**config.mk**
```make
export PLATFORM = sky130hd
export DESIGN_NAME = capture_mem_arbiter_flat
export DESIGN_NICKNAME = d
export VERILOG_FILES = /design/src/rtl/capture_mem_pkg.sv /design/src/rtl/capture_mem_arbiter_if.sv /design/src/rtl/sample_line_packer.sv /design/src/rtl/capture_mem_arbiter.sv /design/src/flat_wrapper.sv
export SDC_FILE = /design/constraint.sdc
export NUM_CORES = 1
export LEC_CHECK = 0
export CAP_MARGIN = 25
export CORE_MARGIN = 5
export CORE_UTILIZATION = 63
export DETAILED_ROUTE_END_ITERATION = 8
export GPL_TIMING_DRIVEN = 1
export PLACE_DENSITY = 0.95
export SETUP_SLACK_MARGIN = 0.5
export SYNTH_ARGS = -nofsm -noshare
export SYNTH_HDL_FRONTEND = slang
export SYNTH_SLANG_ARGS = --single-unit
```
**constraint.sdc**
```tcl
create_clock -name clk -period 8.1 [get_ports clk]
set_clock_uncertainty 0.15 [all_clocks]
set_input_delay 1.62 -clock clk [delete_from_list [all_inputs] [get_ports clk]]
set_output_delay 1.62 -clock clk [all_outputs]
set_load 0.01 [all_outputs]
```
**src/rtl/capture_mem_pkg.sv**
```systemverilog
`default_nettype none
// ============================================================================
// Module : capture_mem_pkg - shared line geometry, arbiter states, line record
// Rev    : 1.0
// ============================================================================
package capture_mem_pkg;

    localparam int LINE_WIDTH          = 128;
    localparam int PACKETS_PER_LINE    = 4;
    localparam int MEM_ADDR_WIDTH      = 27;
    localparam int PACKET_WIDTH        = LINE_WIDTH / PACKETS_PER_LINE;
    localparam int SAMPLE_NUMBER_WIDTH = 32;

    typedef enum logic [1:0] {
        ST_IDLE   = 2'd0,
        ST_WR_CMD = 2'd1,
        ST_RD_CMD = 2'd2
    } arbState_t;

    typedef struct packed {
        logic [MEM_ADDR_WIDTH-1:0]   addr;
        logic [LINE_WIDTH-1:0]       data;
        logic [PACKETS_PER_LINE-1:0] mask;
    } line_t;

endpackage
`default_nettype wire

```
**src/rtl/capture_mem_arbiter_if.sv**
```systemverilog
`default_nettype none
// ============================================================================
// Module : capture_mem_arbiter_if - capture, readback and memory command bus
// Rev    : 1.0
// ============================================================================
interface capture_mem_arbiter_if;
    import capture_mem_pkg::*;

    logic [PACKET_WIDTH-1:0]        sample_packet;
    logic                           write_enable;
    logic [SAMPLE_NUMBER_WIDTH-1:0] sample_number;
    logic                           flush;
    logic                           page_full;
    logic                           flush_done;
    logic                           overflow;
    logic                           read_req;
    logic [MEM_ADDR_WIDTH-1:0]      read_sample_address;
    logic                           read_allowed;
    logic                           mem_cmd_valid;
    logic                           mem_cmd_ready;
    logic                           mem_cmd_write;
    logic [MEM_ADDR_WIDTH-1:0]      mem_cmd_addr;
    logic [LINE_WIDTH-1:0]          mem_wdata;
    logic [PACKETS_PER_LINE-1:0]    mem_wmask;

    // master = the arbiter, slave = capture core / readback / memory side
    modport master (
        input  sample_packet, write_enable, sample_number, flush,
               read_req, read_sample_address, mem_cmd_ready,
        output page_full, flush_done, overflow, read_allowed,
               mem_cmd_valid, mem_cmd_write, mem_cmd_addr, mem_wdata, mem_wmask
    );

    modport slave (
        output sample_packet, write_enable, sample_number, flush,
               read_req, read_sample_address, mem_cmd_ready,
        input  page_full, flush_done, overflow, read_allowed,
               mem_cmd_valid, mem_cmd_write, mem_cmd_addr, mem_wdata, mem_wmask
    );

endinterface
`default_nettype wire

```
**src/rtl/sample_line_packer.sv**
```systemverilog
`default_nettype none
// ============================================================================
// Module : sample_line_packer - gathers packets into one line, pushes it out
// Rev    : 1.0
// ============================================================================
module sample_line_packer
    import capture_mem_pkg::*;
#(
    parameter int SAMPLE_PACKET_WIDTH = 32
) (
    input  wire logic                           clk,
    input  wire logic                           reset_n,
    input  wire logic [SAMPLE_PACKET_WIDTH-1:0] i_samplePacket,
    input  wire logic                           i_writeEnable,
    input  wire logic [SAMPLE_NUMBER_WIDTH-1:0] i_sampleNumber,
    input  wire logic                           i_flush,
    output logic                                o_push,
    output line_t                               o_pushLine,
    output logic                                o_empty
);

    line_t                     r_line;
    logic                      r_flushPend;
    line_t                     w_next;
    logic [1:0]                w_slot;
    logic [MEM_ADDR_WIDTH-1:0] w_addr;
    logic                      w_held;
    logic                      w_push;
    logic                      w_unusedSampleHi;

    assign w_unusedSampleHi = ^i_sampleNumber[SAMPLE_NUMBER_WIDTH-1:MEM_ADDR_WIDTH+2];

    // A held line leaves one cycle after it completes, was flushed, or a packet
    // for another line arrives; the arriving packet then opens the fresh line.
    always_comb begin
        w_slot = i_sampleNumber[1:0];
        w_addr = i_sampleNumber[MEM_ADDR_WIDTH+1:2];
        w_held = |r_line.mask;
        w_push = w_held && (r_line.mask[PACKETS_PER_LINE-1] || r_flushPend ||
                            (i_writeEnable && (w_addr != r_line.addr)));
        if (w_push) begin
            w_next = '0;
        end else begin
            w_next = r_line;
        end
        if (i_writeEnable) begin
            w_next.addr = w_addr;
            for (int s = 0; s < PACKETS_PER_LINE; s++) begin
                if (w_slot == 2'(s)) begin
                    w_next.data[s*SAMPLE_PACKET_WIDTH +: SAMPLE_PACKET_WIDTH] = i_samplePacket;
                    w_next.mask[s] = 1'b1;
                end
            end
        end
    end

    always_ff @(posedge clk or negedge reset_n) begin
        if (!reset_n) begin
            r_line      <= '0;
            r_flushPend <= 1'b0;
        end else begin
            r_line      <= w_next;
            r_flushPend <= i_flush && (|w_next.mask);
        end
    end

    assign o_push     = w_push;
    assign o_pushLine = r_line;
    assign o_empty    = !w_held;

endmodule
`default_nettype wire

```
**src/rtl/capture_mem_arbiter.sv**
```systemverilog
`default_nettype none
// ============================================================================
// Module : capture_mem_arbiter - line FIFO plus write/read command arbiter
// Rev    : 1.0
// ============================================================================
module capture_mem_arbiter
    import capture_mem_pkg::*;
#(
    parameter int SAMPLE_PACKET_WIDTH = 32,
    parameter int LINE_FIFO_DEPTH     = 4,
    parameter int WR_URGENT           = 2
) (
    input  wire logic             clk,
    input  wire logic             reset_n,
    capture_mem_arbiter_if.master bus
);

    localparam int                 c_PTR_W    = $clog2(LINE_FIFO_DEPTH);
    localparam int                 c_CNT_W    = c_PTR_W + 1;
    localparam logic [c_CNT_W-1:0] c_DEPTH    = c_CNT_W'(LINE_FIFO_DEPTH);
    localparam logic [c_CNT_W-1:0] c_PF_LEVEL = c_CNT_W'(LINE_FIFO_DEPTH - 1);
    localparam logic [c_CNT_W-1:0] c_URGENT   = c_CNT_W'(WR_URGENT);

    logic                      w_push;
    line_t                     w_pushLine;
    logic                      w_packerEmpty;
    line_t                     r_fifo [LINE_FIFO_DEPTH];
    logic [c_PTR_W-1:0]        r_wrPtr;
    logic [c_PTR_W-1:0]        r_rdPtr;
    logic [c_CNT_W-1:0]        r_count;
    logic                      r_overflow;
    logic                      r_pageFull;
    logic                      r_flushWait;
    arbState_t                 r_state;
    arbState_t                 w_nextState;
    logic                      r_lastWrite;
    logic [MEM_ADDR_WIDTH-1:0] r_rdAddr;
    line_t                     w_head;
    logic                      w_fifoFull;
    logic                      w_fifoWrite;
    logic                      w_pop;
    logic                      w_wrPending;
    logic                      w_flushDone;

    sample_line_packer #(
        .SAMPLE_PACKET_WIDTH(SAMPLE_PACKET_WIDTH)
    ) u_packer (
        .clk            (clk),
        .reset_n        (reset_n),
        .i_samplePacket (bus.sample_packet),
        .i_writeEnable  (bus.write_enable),
        .i_sampleNumber (bus.sample_number),
        .i_flush        (bus.flush),
        .o_push         (w_push),
        .o_pushLine     (w_pushLine),
        .o_empty        (w_packerEmpty)
    );

    assign w_head      = r_fifo[r_rdPtr];
    assign w_fifoFull  = (r_count == c_DEPTH);
    assign w_fifoWrite = w_push && !w_fifoFull;
    assign w_pop       = (r_state == ST_WR_CMD) && bus.mem_cmd_ready;
    assign w_wrPending = (r_count != '0);

    always_ff @(posedge clk or negedge reset_n) begin
        if (!reset_n) begin
            r_wrPtr    <= '0;
            r_rdPtr    <= '0;
            r_count    <= '0;
            r_overflow <= 1'b0;
            r_pageFull <= 1'b0;
            for (int i = 0; i < LINE_FIFO_DEPTH; i++) begin
                r_fifo[i] <= '0;
            end
        end else begin
            if (w_fifoWrite) begin
                r_fifo[r_wrPtr] <= w_pushLine;
                r_wrPtr         <= r_wrPtr + 1'b1;
            end
            if (w_pop) begin
                r_rdPtr <= r_rdPtr + 1'b1;
            end
            case ({w_fifoWrite, w_pop})
                2'b10:   r_count <= r_count + 1'b1;
                2'b01:   r_count <= r_count - 1'b1;
                default: ;
            endcase
            if (w_push && w_fifoFull) begin
                r_overflow <= 1'b1;
            end
            // Raised one entry early so packets already in flight still fit.
            r_pageFull <= (r_count >= c_PF_LEVEL);
        end
    end

    assign w_flushDone = r_flushWait && w_packerEmpty && !w_wrPending &&
                         (r_state != ST_WR_CMD);

    always_ff @(posedge clk or negedge reset_n) begin
        if (!reset_n) begin
            r_flushWait <= 1'b0;
        end else if (bus.flush) begin
            r_flushWait <= 1'b1;
        end else if (w_flushDone) begin
            r_flushWait <= 1'b0;
        end
    end

    always_ff @(posedge clk or negedge reset_n) begin
        if (!reset_n) begin
            r_state     <= ST_IDLE;
            r_lastWrite <= 1'b0;
            r_rdAddr    <= '0;
        end else begin
            r_state <= w_nextState;
            if (r_state == ST_IDLE && w_nextState == ST_WR_CMD) begin
                r_lastWrite <= 1'b1;
            end
            if (r_state == ST_IDLE && w_nextState == ST_RD_CMD) begin
                r_lastWrite <= 1'b0;
                r_rdAddr    <= bus.read_sample_address;
            end
        end
    end

    always_comb begin
        w_nextState = r_state;
        case (r_state)
            ST_IDLE: begin
                if (r_count >= c_URGENT) begin
                    w_nextState = ST_WR_CMD;
                end else if (w_wrPending && bus.read_req) begin
                    w_nextState = r_lastWrite ? ST_RD_CMD : ST_WR_CMD;
                end else if (w_wrPending) begin
                    w_nextState = ST_WR_CMD;
                end else if (bus.read_req) begin
                    w_nextState = ST_RD_CMD;
                end
            end
            ST_WR_CMD: if (bus.mem_cmd_ready) w_nextState = ST_IDLE;
            ST_RD_CMD: if (bus.mem_cmd_ready) w_nextState = ST_IDLE;
            default:   w_nextState = ST_IDLE;
        endcase
    end

    // Command fields come straight from the state register so an asynchronous
    // reset clears them without waiting for a clock.
    always_comb begin
        bus.mem_cmd_valid = 1'b0;
        bus.mem_cmd_write = 1'b0;
        bus.mem_cmd_addr  = '0;
        bus.mem_wdata     = '0;
        bus.mem_wmask     = '0;
        bus.read_allowed  = 1'b0;
        case (r_state)
            ST_WR_CMD: begin
                bus.mem_cmd_valid = 1'b1;
                bus.mem_cmd_write = 1'b1;
                bus.mem_cmd_addr  = w_head.addr;
                bus.mem_wdata     = w_head.data;
                bus.mem_wmask     = w_head.mask;
            end
            ST_RD_CMD: begin
                bus.mem_cmd_valid = 1'b1;
                bus.mem_cmd_addr  = r_rdAddr;
                bus.read_allowed  = bus.mem_cmd_ready;
            end
            default: ;
        endcase
    end

    assign bus.page_full  = r_pageFull;
    assign bus.overflow   = r_overflow;
    assign bus.flush_done = w_flushDone;

endmodule
`default_nettype wire

```
**src/flat_wrapper.sv**
```systemverilog
// flat-port wrapper written by rule: the top's interface ports become plain ports
module capture_mem_arbiter_flat import capture_mem_pkg::*;
#(
    parameter int SAMPLE_PACKET_WIDTH = 32,
    parameter int LINE_FIFO_DEPTH     = 4,
    parameter int WR_URGENT           = 2
)
  (clk, reset_n, bus_sample_packet, bus_write_enable, bus_sample_number, bus_flush, bus_read_req, bus_read_sample_address, bus_mem_cmd_ready, bus_page_full, bus_flush_done, bus_overflow, bus_read_allowed, bus_mem_cmd_valid, bus_mem_cmd_write, bus_mem_cmd_addr, bus_mem_wdata, bus_mem_wmask);
  capture_mem_arbiter_if bus_i ();
  input  wire logic clk;
  input  wire logic reset_n;
  input wire logic [$bits(bus_i.sample_packet)-1:0] bus_sample_packet;
  input wire logic [$bits(bus_i.write_enable)-1:0] bus_write_enable;
  input wire logic [$bits(bus_i.sample_number)-1:0] bus_sample_number;
  input wire logic [$bits(bus_i.flush)-1:0] bus_flush;
  input wire logic [$bits(bus_i.read_req)-1:0] bus_read_req;
  input wire logic [$bits(bus_i.read_sample_address)-1:0] bus_read_sample_address;
  input wire logic [$bits(bus_i.mem_cmd_ready)-1:0] bus_mem_cmd_ready;
  output wire logic [$bits(bus_i.page_full)-1:0] bus_page_full;
  output wire logic [$bits(bus_i.flush_done)-1:0] bus_flush_done;
  output wire logic [$bits(bus_i.overflow)-1:0] bus_overflow;
  output wire logic [$bits(bus_i.read_allowed)-1:0] bus_read_allowed;
  output wire logic [$bits(bus_i.mem_cmd_valid)-1:0] bus_mem_cmd_valid;
  output wire logic [$bits(bus_i.mem_cmd_write)-1:0] bus_mem_cmd_write;
  output wire logic [$bits(bus_i.mem_cmd_addr)-1:0] bus_mem_cmd_addr;
  output wire logic [$bits(bus_i.mem_wdata)-1:0] bus_mem_wdata;
  output wire logic [$bits(bus_i.mem_wmask)-1:0] bus_mem_wmask;
  assign bus_i.sample_packet = bus_sample_packet;
  assign bus_i.write_enable = bus_write_enable;
  assign bus_i.sample_number = bus_sample_number;
  assign bus_i.flush = bus_flush;
  assign bus_i.read_req = bus_read_req;
  assign bus_i.read_sample_address = bus_read_sample_address;
  assign bus_i.mem_cmd_ready = bus_mem_cmd_ready;
  assign bus_page_full = bus_i.page_full;
  assign bus_flush_done = bus_i.flush_done;
  assign bus_overflow = bus_i.overflow;
  assign bus_read_allowed = bus_i.read_allowed;
  assign bus_mem_cmd_valid = bus_i.mem_cmd_valid;
  assign bus_mem_cmd_write = bus_i.mem_cmd_write;
  assign bus_mem_cmd_addr = bus_i.mem_cmd_addr;
  assign bus_mem_wdata = bus_i.mem_wdata;
  assign bus_mem_wmask = bus_i.mem_wmask;
  capture_mem_arbiter #(.SAMPLE_PACKET_WIDTH(SAMPLE_PACKET_WIDTH), .LINE_FIFO_DEPTH(LINE_FIFO_DEPTH), .WR_URGENT(WR_URGENT)) u_core (.clk(clk), .reset_n(reset_n), .bus(bus_i));
endmodule
```
# Yosys cells after proc, flatten, opt, wreduce, memory -nomap -nowiden
# Cells that the tools add are included.
# totals
regBits	836
inputBits	97
out_inout_bits	165
# op_classes
add_sub_neg	4
magnitude_cmp	5
n_eq_ne	12
n_mux	34
bitwise_logic	2
reduce_logical	28
# ops
operator	n
$mux 159	5
$bwmux 636	1
$bmux 159 s2	1
$demux 159 s2	1
$mux 128	1
$mux 32	4
$pmux 27 s2	1
$ne 27x27->1	1
$logic_and 1x1->1	13
$mux 2	6
$mux 1	11
$eq 2x2->1 const B	5
$eq 2x1->1 const B	4
$reduce_bool 2->1	4
$reduce_or 4->1	2
$ge 3x2->1 const B	2
$ge 3x3->1 const B	2
$not 2->3	2
$pmux 3 s2	1
$add 2x1->2 const B	2
$logic_not 2->1	2
$mux 4	1
$pmux 2 s2	1
$add 3x1->3 const B	1
8 further kinds	11

# Depth between registers and ports, before layout
# Gate-level depths: netlist of run 1.
# logic_depth
word_depth	9
mapped_depth	13

# Modules after synthesis
# Synthesis of run 1 repeated with hierarchy kept, for this count alone.
# unflattened
cells_unflattened	2768
area_unflattened_um2	39499.1
# modules_own_cells
module	n_inst	cells_per_inst	area_each_um2	seq_area_each_um2
capture_mem_arbiter	1	1878	30285.3	16916.2
sample_line_packer	1	890	9213.8	4003.8

# Worst setup path before layout of run 1
# Ideal clock, no wire load.
# synth_timing
kind	in2reg
start	input bus_sample_number[21]
end	register u_core.r_count[2]
setup_ns	0.079
t_arrival_ns	3.985
t_required_ns	7.871
setup_slack_ns	3.886
cell_stages	12
n_path_buf	1
path_cell_list	xnor2_1 > nand4_1 > or4_1 > o32ai_4 > buf_2 > a211o_1 > ha_1 > inv_1 > fa_1 > xor2_1 > nor2_1 > xor2_1
# synth_via
elab_chain_len	7
# synth_rtl
item	line_no	source
start, declared	flat_wrapper.sv:14	input wire logic [$bits(bus_i.sample_number)-1:0] bus_sample_number;
$ne 27x27->1 *	sample_line_packer.sv:40	(i_writeEnable && (w_addr != r_line.addr)));
$logic_and 1x1->1 *	sample_line_packer.sv:40	
$logic_or 1x1->1 *	sample_line_packer.sv:39	w_push = w_held && (r_line.mask[PACKETS_PER_LINE-1] || r_flushPend ||
$logic_and 1x1->1 *	sample_line_packer.sv:39	
$logic_and 1x1->1 *	capture_mem_arbiter.sv:61	assign w_fifoWrite = w_push && !w_fifoFull;
$eq 2x1->1 or $eq 2x2->1 (tied branches)	capture_mem_arbiter.sv:83	case ({w_fifoWrite, w_pop})
$pmux 3 s2 or $reduce_bool 2->1 (tied branches)	-	
end signal, assigned	capture_mem_arbiter.sv:84	2'b10: r_count <= r_count + 1'b1;
end signal, assigned	capture_mem_arbiter.sv:85	2'b01: r_count <= r_count - 1'b1;
end, declared	capture_mem_arbiter.sv:30	logic [c_CNT_W-1:0] r_count;
# Every way passes the cells marked *; elsewhere a longest branch is shown, timed or not.
# A chain may end at the register's enable or synchronous reset.

# Worst setup path in the final report of run 1
# layout_timing
start	register u_core.r_state[1]
end	output bus_mem_wdata[112]
# layout_via
elab_chain_len	2
# layout_rtl
item	line_no	source
start, declared	capture_mem_arbiter.sv:34	arbState_t r_state;
start signal, assigned	capture_mem_arbiter.sv:115	r_state <= w_nextState;
$eq 2x1->1	capture_mem_arbiter.sv:155	case (r_state)
$mux 128	capture_mem_arbiter.sv:155	
end, declared	flat_wrapper.sv:26	output wire logic [$bits(bus_i.mem_wdata)-1:0] bus_mem_wdata;
# No other way between the ends.

==> results of run 1 <==
## state kept, by name, indices dropped and copies added, names as in the netlist
name,flops
u_core.r_rdAddr,27
u_core.r_fifo,636
u_core.r_wrPtr,2
u_core.bus.page_full,1
u_core.u_packer.o_pushLine,159
u_core.r_rdPtr,2
u_core.r_flushWait,1
u_core.bus.overflow,1
u_core.r_lastWrite,1
u_core.u_packer.r_flushPend,1
u_core.r_state,2
u_core.r_count,3
## placed cells by master, fill, tap and decap left out, drive strengths merged, types with 3 or more instances in the layout
master / Yosys / routed
nand2: 8 / 8
mux2: 664 / 664
xor2: 15 / 15
o21ai: 3 / 3
mux2i: 28 / 28
clkinv: 0 / 16
clkdlybuf4s50: 0 / 256
nor2: 39 / 39
xnor2: 18 / 18
a21o: 4 / 4
a21oi: 3 / 3
diode: 0 / 4
bufinv: 0 / 5
nor3: 3 / 3
nand4: 5 / 5
clkbuf: 61 / 123
a22oi: 27 / 27
buf: 102 / 28
a22o: 128 / 128
dfrtp: 836 / 836
and2: 135 / 135
ha: 9 / 9
inv: 10 / 14
nor2b: 28 / 28
mux4: 159 / 159
nor4: 4 / 4
## final cells by class
cell class / count / area (um2) / share of cell area
inverters: 10 / 37.54 / 0.0008878
flip-flops and latches: 836 / 20930 / 0.4950
clock buffers: 123 / 2357 / 0.05575
clock inverters: 27 / 350.3 / 0.008286
repair buffers: 284 / 2968 / 0.07020
multi-input cells: 1301 / 14670 / 0.3470
diodes: 4 / 10.01 / 0.0002367
well taps: 765 / 957.2 / 0.02264
## metal layers
| metal | wire [um] | part of all wire | vias up |
|---|---|---|---|
| met5 | 13 | 0.00014 | - |
| met4 | 3232 | 0.035 | 2 |
| met3 | 5527 | 0.060 | 205 |
| met2 | 47330 | 0.52 | 891 |
| met1 | 35350 | 0.39 | 11640 |
| li1 | - | - | 8917 |
## worst max path at each step
stage / start / end / slack [ns] / cells past startpoint
floorplan: bus_sample_number[21] / u_core.r_count[2] / 3.89 / 12
global placement: bus_sample_number[12] / u_core.r_count[2] / 2.98 / 12
detailed placement: bus_sample_number[21] / u_core.r_count[2] / 2.91 / 12
CTS: u_core.r_state[1] / bus_mem_wdata[115] / 2.58 / 5
global route: u_core.r_state[1] / bus_mem_wdata[115] / 2.37 / 5
finish: u_core.r_state[1] / bus_mem_wdata[112] / 2.57 / 5
## cells by family (layout without fill, tap and decap cells)
kind of cell | count (synthesis) | count (layout) | synth area share
xor+xnor | 33 | 33 | 0.007954
other cells | 0 | 4 | 0
fa+ha+maj | 10 | 10 | 0.003650
mux | 851 | 851 | 0.3120
compound gates | 178 | 178 | 0.04152
buf+inv | 173 | 444 | 0.02228
flops | 836 | 836 | 0.5757
simple gates | 229 | 229 | 0.03691
## through the flow
step,instance area [um2],std cells,utilization
floorplan,36340,2310,-
global placement,39450,3190,0.6877
detailed placement,39500,3192,0.6886
CTS,42210,3342,0.7358
global route,42270,3347,0.7369
finish,42280,3350,0.7370
## power groups by stage
| stage | Sequential, mW | Combinational, mW | Clock (mW) |
|---|---|---|---|
| after CTS | 6.37 | 5.24 | 3.87 |
| after global routing | 6.53 | 5.53 | 4.04 |
| final | 6.39 | 5.20 | 3.82 |
| after floorplan | 5.98 | 3.62 | 0 |
| after global placement | 6.21 | 5.01 | 0 |
| after detailed placement | 6.40 | 5.17 | 0 |
## critical path: cells and delay by family (launching register included)
kind	cells	cell delay [ns]
buf+inv	3	1.60
fa+ha+maj	1	0.69
flops	1	0.42
simple gates	1	0.36
==> impl_metrics.tcl, run 1 <==
set metrics [dict create \
    postSynthAreaPerCell_um2 15.73 \
    required_ns 6.33 \
    worstHoldEndpoint "u_core.r_fifo[542]" \
    max_slew.worst_pin.slew_ns 1.194 \
    yosys.area.top_type_share 0.5757 \
    finalHoldViolations 0 \
    vias 21650 \
    gr-total-overflow 0 \
    synthTopCellsByCount "dfrtp_1, mux2_2, mux4_2" \
    first_iter_violations 1940 \
    post-place-ws_ns 2.906 \
    synth-edff-count 0 \
    gp_congestion 0.7986 \
    fp.dieW_um 250.2 \
    cts_buffer_depth 3 \
    grt_pass1_vias 24080 \
    cts_hold_buf 0 \
    status "complete, no violations" \
    sw_frac_of_total 0.3116 \
    yosysMostFrequentCell "dfrtp_1" \
    seqPwrFrac 0.415 \
    p_leak_nw 19.34 \
    ir_drop_mv 0.4349 \
    yosys_register_bits 836 \
    critPathKind "flip-flop to output pin" \
    grt_max_degree 202 \
    hpwl_mm 52.74 \
    min_path_cells 1 \
    die_h_um 250.2 \
    wl_per_cell_um 27.30 \
    reg2reg_to "u_core.r_count[2]" \
    ys_top_cells_by_area "dfrtp_1, mux2_2, mux4_2" \
    p_clk_frac 0.248 \
    core_mm2 0.05737 \
    powerDensity_mw_per_mm2 364.5 \
    critPathArrivalTime_ns 3.76 \
    drc 0 \
    clk_latency_ns 0.64 \
    ios 262 \
    grt_use_total 0.2923 \
    ys_seq_area_frac 0.5757 \
    hold_class "flip-flop to flip-flop" \
    netlist_area_mm2 0.03634 \
    drive_above_1_share 0.3688 \
    min_period_ns 5.526 \
    fill_cells 3215 \
    numCtsBuffers 83 \
    worstPathMaxFanout 87 \
    routed_wl_mm 91.45 \
    cp_slowest_stage_delay_ns 0.88 \
    antenna_found_initial 5 \
    nNetsFinal 2623 \
    use_met2 0.4998 \
    fin_tns_setup_ns 0 \
    rsz0062_at_grt "false" \
    final_antenna_net_count 0 \
    slew_violations 0 \
    rows 88 \
    r2r-start "u_core.u_packer.o_pushLine[157]" \
    internal_power_mw 10.61 \
    worstHoldStart "u_core.r_fifo[542]" \
    start_kind "flip-flop" \
    yosysWarnings 0 \
    fin_ws_ns 2.574 \
    holdWs_ns 0.3297 \
    grt-busiest-layer "met2" \
    ys.flop_type "dfrtp_1" \
    path_cells "inv_1 -> ha_4 -> buf_4 -> and2_1 -> clkdlybuf4s50_1" \
    postSynth.asyncResetShare 1.000 \
    relSlewSlack 0.2043 \
    slowest_stage "buf_4" \
    use_met3 0.05430 \
    max_cap_viol_count 0 \
    synth_cell_types 43 \
    start_util 0.6335 \
    postCtsSetupRepairBufs 0 \
    viasPerCell 6.463 \
    grt_pass1_wl_mm 143.9 \
    pwr-share-comb 0.337 \
    syn2layout_area_growth_pct 16.34 \
    cts_tree "built" \
    synth_top_area_cell "dfrtp_1" \
    portBuffers 258 \
    r2r_cells 11 \
    setup_viol 0 \
    htreeDepth 3 \
    cts.sink_count 836 \
    max_freq_mhz 181.0 \
    clkTransAtPathRegs_ns 0.06 \
    switchingPower_mw 4.802 \
    clockRootBuffer "clkbuf_16" \
    period_share 0.6822 \
    critPathCaptureType "output pin" \
    postCtsResizedCells 0 \
    finalPower_mw 15.41 \
    r2r_slack_ns 4.50 \
    syn_nets 2417 \
    first_pass_iters 5 \
    dieArea_mm2 0.06259 \
    use_met1 0.3835 \
    synth_cells 2310 \
]
No activity file was read; power rests on OpenSTA's default activity.
==> run 2, diff against run 1 <==
CORE_UTILIZATION = 59   (was 63)
PLACE_DENSITY = 0.9   (was 0.95)
clock period = 5.1 ns   (was 8.1 ns; I/O delays follow)
==> impl_metrics.tcl, run 2 (same netlist as run 1, synthesis figures left out) <==
set metrics [dict create \
    status "complete, no violations" \
    start_kind "flip-flop" \
    vias 21600 \
    routed_wl_mm 90.99 \
    fill_cells 3728 \
    r2r-start "u_core.u_packer.o_pushLine[137]" \
    max_slew.worst_pin.slew_ns 1.028 \
    first_iter_violations 1885 \
    htreeDepth 3 \
    seq_area_mm2 0.02093 \
    internal_power_mw 17.28 \
    r2r_slack_ns 1.86 \
    core_mm2 0.06137 \
    gr-total-overflow 0 \
    switchingPower_mw 7.705 \
    slew_violations 0 \
    final_antenna_net_count 0 \
    drive_above_1_share 0.3812 \
    first_pass_iters 5 \
    worstHoldStart "u_core.r_fifo[530]" \
    rows 91 \
    worstHoldEndpoint "u_core.r_fifo[530]" \
    top_register "u_core.r_fifo" \
    setup_viol 0 \
    hpwl_mm 55.44 \
    hold_class "flip-flop to flip-flop" \
    fp.dieW_um 258.2 \
    critPathKind "flip-flop to output pin" \
    powerDensity_mw_per_mm2 582.8 \
    p_leak_nw 19.64 \
    fin_tns_setup_ns 0 \
    finalHoldViolations 0 \
    clockRootBuffer "clkbuf_16" \
    pwr-share-comb 0.340 \
    max_cap_viol_count 0 \
    clk_latency_ns 0.63 \
    grt_pass1_wl_mm 143.0 \
    syn2layout_area_growth_pct 17.96 \
    min_path_cells 1 \
    cts_tree "built" \
    nNetsFinal 2654 \
    multi_input_area_mm2 0.01467 \
    r2r_cells 8 \
    finalPower_mw 24.98 \
    max_freq_mhz 229.3 \
    gp_congestion 0.7833 \
    cts_hold_buf 0 \
    relSlewSlack 0.3128 \
    sw_frac_of_total 0.3084 \
    ios 262 \
    portBuffers 258 \
    p_clk_frac 0.257 \
    cts.sink_count 836 \
    seqPwrFrac 0.403 \
    dieArea_mm2 0.06666 \
    grt_pass1_vias 23830 \
    largest_reg_flops 636 \
    clkTransAtPathRegs_ns 0.06 \
    start_util 0.5921 \
    critPathCaptureType "output pin" \
    antenna_found_initial 4 \
    numCtsBuffers 85 \
    die_h_um 258.2 \
    mostFrequentLayoutCell "dfrtp_1" \
    ir_drop_mv 0.3425 \
    rsz0062_at_grt "false" \
    postCtsSetupRepairBufs 0 \
    period_share 0.8550 \
    cts_buffer_depth 3 \
    critPathArrivalTime_ns 3.19 \
    worstPathMaxFanout 51 \
    required_ns 3.93 \
    reg2reg_to "u_core.r_fifo[524]" \
    viasPerCell 6.329 \
    postCtsResizedCells 0 \
    mostFrequentLayoutCells "dfrtp_1, mux2_2, clkdlybuf4s50_1" \
    grt_use_total 0.2744 \
    min_period_ns 4.361 \
    drc 0 \
    grt_max_degree 123 \
    wl_per_cell_um 26.67 \
]
-- run 2: cell types whose count changed in the layout (fill, tap and decap cells not counted), moves of 2 or more --
cell and change:
clkbuf_8 +8, clkbuf_16 +5, clkinv_2 +4, buf_12 +8, clkinvlp_4 +2, o22a_2 -2
o22a_1 +2, clkbuf_1 -11, buf_4 +21, clkinv_4 +2, clkinv_8 -2
-- run 2: final cells by class --
type,instances,area share
Sequential cell,836,0.4882
Multi-Input combinational cell,1301,0.3422
Timing Repair Buffer,313,0.07688
Clock buffer,124,0.05893
Tap cell,790,0.02306
Clock inverter,34,0.009603
Inverter,10,0.0008757
Antenna cell,4,0.0002335
-- run 2: worst max-delay path, cell delays in order (launching register included) --
cell             delay [ns]
dfrtp_1                0.42
inv_1                  0.12
ha_4                   0.51
buf_12                 0.29
buf_12                 0.28
and2_1                 0.29
clkdlybuf4s50_1        0.59
-- run 2: worst max path at each step --
stage | slack [ns] | endpoint | from | cells past startpoint
after floorplan | 1.49 | u_core.r_count[2] | bus_sample_number[21] | 12
after global placement | 0.87 | u_core.r_fifo[523] | bus_sample_number[21] | 9
after detailed placement | 0.84 | u_core.r_fifo[524] | bus_sample_number[21] | 9
after CTS | 0.56 | bus_mem_wdata[66] | u_core.r_state[1] | 5
after global routing | 0.59 | bus_mem_wdata[113] | u_core.r_state[1] | 6
final | 0.74 | bus_mem_wdata[114] | u_core.r_state[1] | 6
-- run 2: stage by stage --
stage / hold WS, ns / instances / area, um2 / util / worst slack, ns
after floorplan: 0.3026 / 2310 / 36340 / - / 1.486
after global placement: 0.3120 / 3246 / 39830 / 0.6489 / 0.8701
after detailed placement: 0.3247 / 3247 / 39850 / 0.6494 / 0.8357
after CTS: 0.3374 / 3405 / 42790 / 0.6973 / 0.5622
after global routing: 0.3416 / 3412 / 42870 / 0.6985 / 0.5938
final: 0.3320 / 3412 / 42870 / 0.6985 / 0.7393
-- run 2: power by group through the flow --
stage	logic (mW)	registers (mW)	clock network, mW
final	8.48	10.1	6.43
after global routing	9.03	10.3	6.79
after CTS	8.51	10.1	6.51
after detailed placement	8.43	10.1	0
after global placement	8.16	9.86	0
after floorplan	5.75	9.50	0
-- run 2: routing by layer --
metal,part of all wire,global-route usage,vias up
met5,0,0,-
met4,0.035,0.09152,0
met3,0.054,0.04595,160
met2,0.52,0.4697,735
met1,0.39,0.3629,11720
li1,-,-,8986
